$ cat src/rtl/noc_out_port_arbiter.sv
// Round-robin arbiter/sequencer for one router output port.
// Picks a matching head flit from the x, y or local input FIFO, pops it,
// registers it and forwards it downstream under next-hop backpressure.
module noc_out_port_arbiter #(
    parameter int unsigned WD          = 40,
    parameter logic [3:0]  DEST_CODE   = 4'b0100,
    parameter int unsigned STALL_LIMIT = 15
) (
    input  logic          wclk,
    input  logic          rst_n,
    input  logic          empty_x,
    input  logic          empty_y,
    input  logic          empty_local,
    input  logic [WD-1:0] head_x,
    input  logic [WD-1:0] head_y,
    input  logic [WD-1:0] head_local,
    output logic          rd_en_x,
    output logic          rd_en_y,
    output logic          rd_en_local,
    input  logic          next_full,
    output logic [WD-1:0] data_out,
    output logic          wr_next_en,
    output logic [2:0]    grant,
    output logic          busy,
    output logic [15:0]   flit_cnt,
    output logic          stall_err
);

    localparam int unsigned SW = (STALL_LIMIT < 2) ? 1 : $clog2(STALL_LIMIT + 1);

    typedef enum logic {
        IDLE = 1'b0,
        SEND = 1'b1
    } state_t;

    state_t          state;
    logic [1:0]      ptr;
    logic [SW-1:0]   stall_cnt;

    logic [2:0]      req_c;
    logic            win_vld_c;
    logic [1:0]      win_idx_c;
    logic [WD-1:0]   win_head_c;

    // Source index offset positions away from base, modulo 3.
    function automatic logic [1:0] rot_idx(input logic [1:0] base, input int off);
        int sum;
        sum = int'(base) + off;
        if (sum >= 3) begin
            sum = sum - 3;
        end
        return 2'(sum);
    endfunction

    // A source requests when it has a head flit steered to this port.
    always_comb begin
        req_c    = '0;
        req_c[0] = !empty_x     && (head_x[WD-1 -: 4]     == DEST_CODE);
        req_c[1] = !empty_y     && (head_y[WD-1 -: 4]     == DEST_CODE);
        req_c[2] = !empty_local && (head_local[WD-1 -: 4] == DEST_CODE);
    end

    // Rotated-priority pick: scan lowest to highest so ptr's slot wins last.
    always_comb begin
        win_vld_c = 1'b0;
        win_idx_c = 2'd0;
        for (int k = 2; k >= 0; k--) begin
            if (req_c[rot_idx(ptr, k)]) begin
                win_vld_c = 1'b1;
                win_idx_c = rot_idx(ptr, k);
            end
        end
    end

    // Head flit of the selected source.
    always_comb begin
        win_head_c = head_x;
        case (win_idx_c)
            2'd1:    win_head_c = head_y;
            2'd2:    win_head_c = head_local;
            default: win_head_c = head_x;
        endcase
    end

    // Grant/forward sequencer with registered outputs and stall watchdog.
    always_ff @(posedge wclk) begin
        if (!rst_n) begin
            state       <= IDLE;
            ptr         <= 2'd0;
            stall_cnt   <= '0;
            data_out    <= '0;
            rd_en_x     <= 1'b0;
            rd_en_y     <= 1'b0;
            rd_en_local <= 1'b0;
            wr_next_en  <= 1'b0;
            grant       <= 3'b000;
            busy        <= 1'b0;
            flit_cnt    <= 16'd0;
            stall_err   <= 1'b0;
        end else begin
            case (state)
                IDLE: begin
                    wr_next_en  <= 1'b0;
                    rd_en_x     <= win_vld_c && (win_idx_c == 2'd0);
                    rd_en_y     <= win_vld_c && (win_idx_c == 2'd1);
                    rd_en_local <= win_vld_c && (win_idx_c == 2'd2);
                    if (win_vld_c) begin
                        data_out <= win_head_c;
                        grant    <= 3'b001 << win_idx_c;
                        busy     <= 1'b1;
                        ptr      <= rot_idx(win_idx_c, 1);
                        state    <= SEND;
                    end
                end
                SEND: begin
                    rd_en_x     <= 1'b0;
                    rd_en_y     <= 1'b0;
                    rd_en_local <= 1'b0;
                    if (!next_full) begin
                        wr_next_en <= 1'b1;
                        flit_cnt   <= flit_cnt + 16'd1;
                        stall_cnt  <= '0;
                        busy       <= 1'b0;
                        state      <= IDLE;
                    end else begin
                        wr_next_en <= 1'b0;
                        if (stall_cnt != SW'(STALL_LIMIT)) begin
                            stall_cnt <= stall_cnt + SW'(1);
                        end
                        if (32'(stall_cnt) + 32'd1 >= STALL_LIMIT) begin
                            stall_err <= 1'b1;
                        end
                    end
                end
                default: state <= IDLE;
            endcase
        end
    end

endmodule

$ cat config.mk
export PLATFORM = sky130hd
export DESIGN_NAME = noc_out_port_arbiter
export DESIGN_NICKNAME = d
export VERILOG_FILES = /design/src/rtl/noc_out_port_arbiter.sv
export SDC_FILE = /design/constraint.sdc
export NUM_CORES = 1
export LEC_CHECK = 0
export CAP_MARGIN = 10
export CORE_UTILIZATION = 42
export CTS_CLUSTER_DIAMETER = 150
export DETAILED_ROUTE_END_ITERATION = 8
export GPL_ROUTABILITY_DRIVEN = 0
export PLACE_DENSITY = 0.8
export SLEW_MARGIN = 20
export SYNTH_ARGS = -nofsm -noshare
export SYNTH_HDL_FRONTEND = slang
export SYNTH_SLANG_ARGS = --single-unit
$ cat constraint.sdc
create_clock -name wclk -period 3.05 [get_ports wclk]
set_input_delay 0.4575 -clock wclk [delete_from_list [all_inputs] [get_ports wclk]]
set_output_delay 0.4575 -clock wclk [all_outputs]
set_load 0.01 [all_outputs]
==> impl_metrics.py <==
metrics = {
    "global_routing": {
        "grt_pass1_wl_um": 17350,
        "gr-usage-all-layers_pct": 21.49,
        "grt_pass1_vias": 3716,
        "grtUsageMet1_pct": 23.87,
        "antenna_found_initial": 0,
        "use_met2_pct": 39.62,
        "grt_overflow": 0,
        "use_met3_pct": 7.074,
        "grt_start_max_net_pins": 55,
        "grt.busiest_layer": "met2",
    },
    "sta": {
        "fin_crit_ns": 2.747,
        "hold_viol": 0,
        "layout_setup_ws_ns": 0.3034,
        "grt_setup_unrepaired": "false",
        "worst_slew_pin_slew_ns": 0.7948,
        "finalSetupTns_ns": 0,
        "drv_slew": 0,
        "whs_ns": 0.4806,
        "fin_crit_sh_pct": 90.05,
        "fmax_mhz": 364.1,
        "slew-limit-headroom_pct": 47.01,
        "final-setup-viol-count": 0,
        "finClkSkew_ns": 0.007275,
    },
    "clocking": {
        "hold_buffers": 0,
        "clkLatencyLatePin_ns": 0.34,
        "cts_buffer_depth": 2,
        "clk_transition_reported_paths_ns": 0.08,
        "post_cts.repair.setup_buffers": 0,
        "ctsResizeCount": 0,
        "clock-sinks": 72,
        "cts_made_buffers": 9,
        "cts_root_buf": "clkbuf_8",
        "tritoncts": "yes",
        "cts-htree-levels": 3,
    },
    "die": {
        "io_pins": 191,
        "start_util_pct": 43.82,
        "num_rows": 35,
        "die_area_mm2": 0.01013,
        "core_area_mm2": 0.009328,
        "die_h_um": 100.7,
        "die_width_um": 100.7,
    },
    "critical_path": {
        "crit_path_max_fanout": 41,
        "crit_path_start_kind": "primary input",
        "arrival_ns": 2.96,
        "crit_chain": "clkdlybuf4s50_1, or3_4, or2_1, a211oi_1, and2_1, ha_2, buf_12, and2b_1, mux2i_1, a31oi_2",
        "endpoint_kind": "register",
        "worstPathRequired_ns": 3.27,
        "crit_start": "head_local[36]",
        "endpoint": "data_out[16]$_SDFFE_PN0P_",
        "crit_cells": 10,
        "crit_type": "primary input to register",
        "regToRegSetupSlack_ns": 0.48,
        "slowest_stage": "clkdlybuf4s50_1",
        "rr_worst_depth": 10,
        "reg2reg_from": "ptr[0]$_SDFFE_PN0P_",
        "r2r-end": "data_out[16]$_SDFFE_PN0P_",
        "critPathTopFamily": "simple AND/OR/NAND/NOR gates",
        "slowest_delay_ns": 0.44,
        "path_buf_inv": 2,
    },
    "yosys": {
        "yosysSeqAreaShare_pct": 35.26,
        "synth_fa_ha_area_share_pct": 1.837,
        "synth.avg_cell_area_um2": 9.354,
        "synth_warnings": 0,
        "yosys-top-cells-count": "dfxtp_1, nand2_1, o21ai_0",
        "synthMuxAreaShare_pct": 10.04,
        "synthDistinctLibCells": 46,
        "ys_ff_latch": 72,
        "yosysTopAreaCell": "dfxtp_1",
        "synth_top_area_share_pct": 35.26,
        "yosys.area_share.simple_pct": 21.98,
        "mappedNetlistArea_mm2": 0.004088,
        "synth-edff-count": 0,
        "synth_top_family_by_area": "simple AND/OR/NAND/NOR gates",
        "synth_compound_area_share_pct": 21.27,
        "synth_ff_type": "dfxtp_1",
        "yosysMostFrequentCell": "dfxtp_1",
        "async_reset_ff_share_pct": 0,
        "synth_fp_nets": 569,
        "synthXorXnorAreaFrac_pct": 3.214,
        "synthTopCellsByArea": "dfxtp_1, a31oi_2, mux2i_1",
        "synth_cells": 437,
    },
    "placement": {
        "port_buffers": 190,
        "preCtsSetupSlack_ns": -0.06207,
        "dp.cells": 731,
        "dpl.hpwl_um": 8150,
        "dpl_cell_area_mm2": 0.006038,
    },
    "routing": {
        "drt_first_pass_iters": 4,
        "drt-initial-drc-count": 70,
        "wirelength_um": 10980,
        "post-route-drc-count": 0,
        "ant_nets": 0,
        "detail_route.vias_per_cell": 5.028,
        "post_drt_wl_per_cell_um": 14.70,
        "vias": 3756,
    },
    "hold_path": {
        "hold_depth": 2,
        "min_path_type": "register to register",
        "hp-start": "grant[1]$_SDFFE_PN0P_",
    },
    "layout": {
        "num_antenna_cells": 0,
        "fin_nets": 745,
        "post-route-cell-area_mm2": 0.006257,
        "fill_cells": 746,
        "drive_above_1_share_pct": 11.33,
        "area_growth_pct": 53.08,
        "multi_input_area_mm2": 0.002394,
        "seqCellArea_mm2": 0.001441,
        "fin_cells": 747,
    },
    "status": {
        "status": "complete, no violations",
    },
    "power": {
        "vdd_ir_drop_max_uv": 225.8,
        "p_leak_uw": 0.002438,
        "powerDensity_mw_per_mm2": 361.3,
    },
    "run": {
        "drv_cap": 0,
    },
}
-- sequential cells by signal, summed over array words and instances (netlist names), 2 cells and up --
signal / flops
grant: 3
ptr: 2
data_out: 40
stall_cnt: 4
flit_cnt: 16
-- cells by family after synthesis --
kind of cell	Yosys count
adders and majority gates	6
and+or+nand+nor	157
DFF	72
AOI/OAI and AO/OA	107
xor gates and xnor gates	15
buffers and inverters	39
muxes	41
-- worst reg2reg max path, delay by kind of cell, from the launching register on --
| family | cells | cell delay [ns] |
|---|---|---|
| compound gates | 2 | 0.38 |
| fa+ha+maj | 2 | 0.59 |
| buf+inv | 2 | 0.27 |
| flops | 1 | 0.37 |
| mux | 1 | 0.20 |
| simple gates | 3 | 0.64 |
-- cells in the final DEF, fill, tap and decap left out, types with 2 or more instances in the layout --
master,n
or3_4,2
mux2i_1,41
a21o_1,2
a22oi_1,3
nand2b_1,5
clkinv_2,2
and2_1,18
buf_12,5
and2b_1,19
a31oi_2,36
xnor2_1,14
nor2_1,6
buf_4,3
nor2b_1,27
and3_1,8
nand4_1,5
nor2_2,2
ha_1,5
a21boi_1,3
dfxtp_1,72
a21oi_1,7
o21ai_0,44
clkdlybuf4s50_1,189
nor3_1,2
clkbuf_8,9
inv_1,6
nand3_1,10
nand2_1,48
bufinv_16,2
-- worst min path at each step --
stage	endpoint	slack, ns
final	grant[1]$_SDFFE_PN0P_	0.48
after global routing	grant[1]$_SDFFE_PN0P_	0.51
after CTS	grant[1]$_SDFFE_PN0P_	0.49
after detailed placement	grant[1]$_SDFFE_PN0P_	0.47
after global placement	grant[1]$_SDFFE_PN0P_	0.46
after floorplan	ptr[1]$_SDFFE_PN0P_	0.46
-- metal layers --
layer,vias to the layer above,wire length [µm]
met5,-,0
met4,0,110
met3,12,869
met2,129,5619
met1,1738,4382
li1,1877,-
-- power breakdown --
group          switching (µW)  leakage, µW  total [µW]  internal (µW)
sequential               19.4     0.000584         993            973
clock                     383     0.000110         845            462
combinational             154      0.00174         423            269
-- area by class of cell --
cell class	count	share of cell area, %
multi-input combinational	326	38.25
timing repair buffer	198	32.27
sequential	72	23.04
tap	129	2.579
clock buffer	9	1.980
clock inverter	7	1.520
inverter	6	0.3599
-- stage by stage --
stage | total power (µW) | util [%]
finish | 2261 | 67.08
CTS | 2284 | 67.08
global placement | 1430 | 64.74
detailed placement | 1439 | 64.74
global route | 2360 | 67.08
floorplan | 1185 | -
No activity file was read; power rests on OpenSTA's default activity.
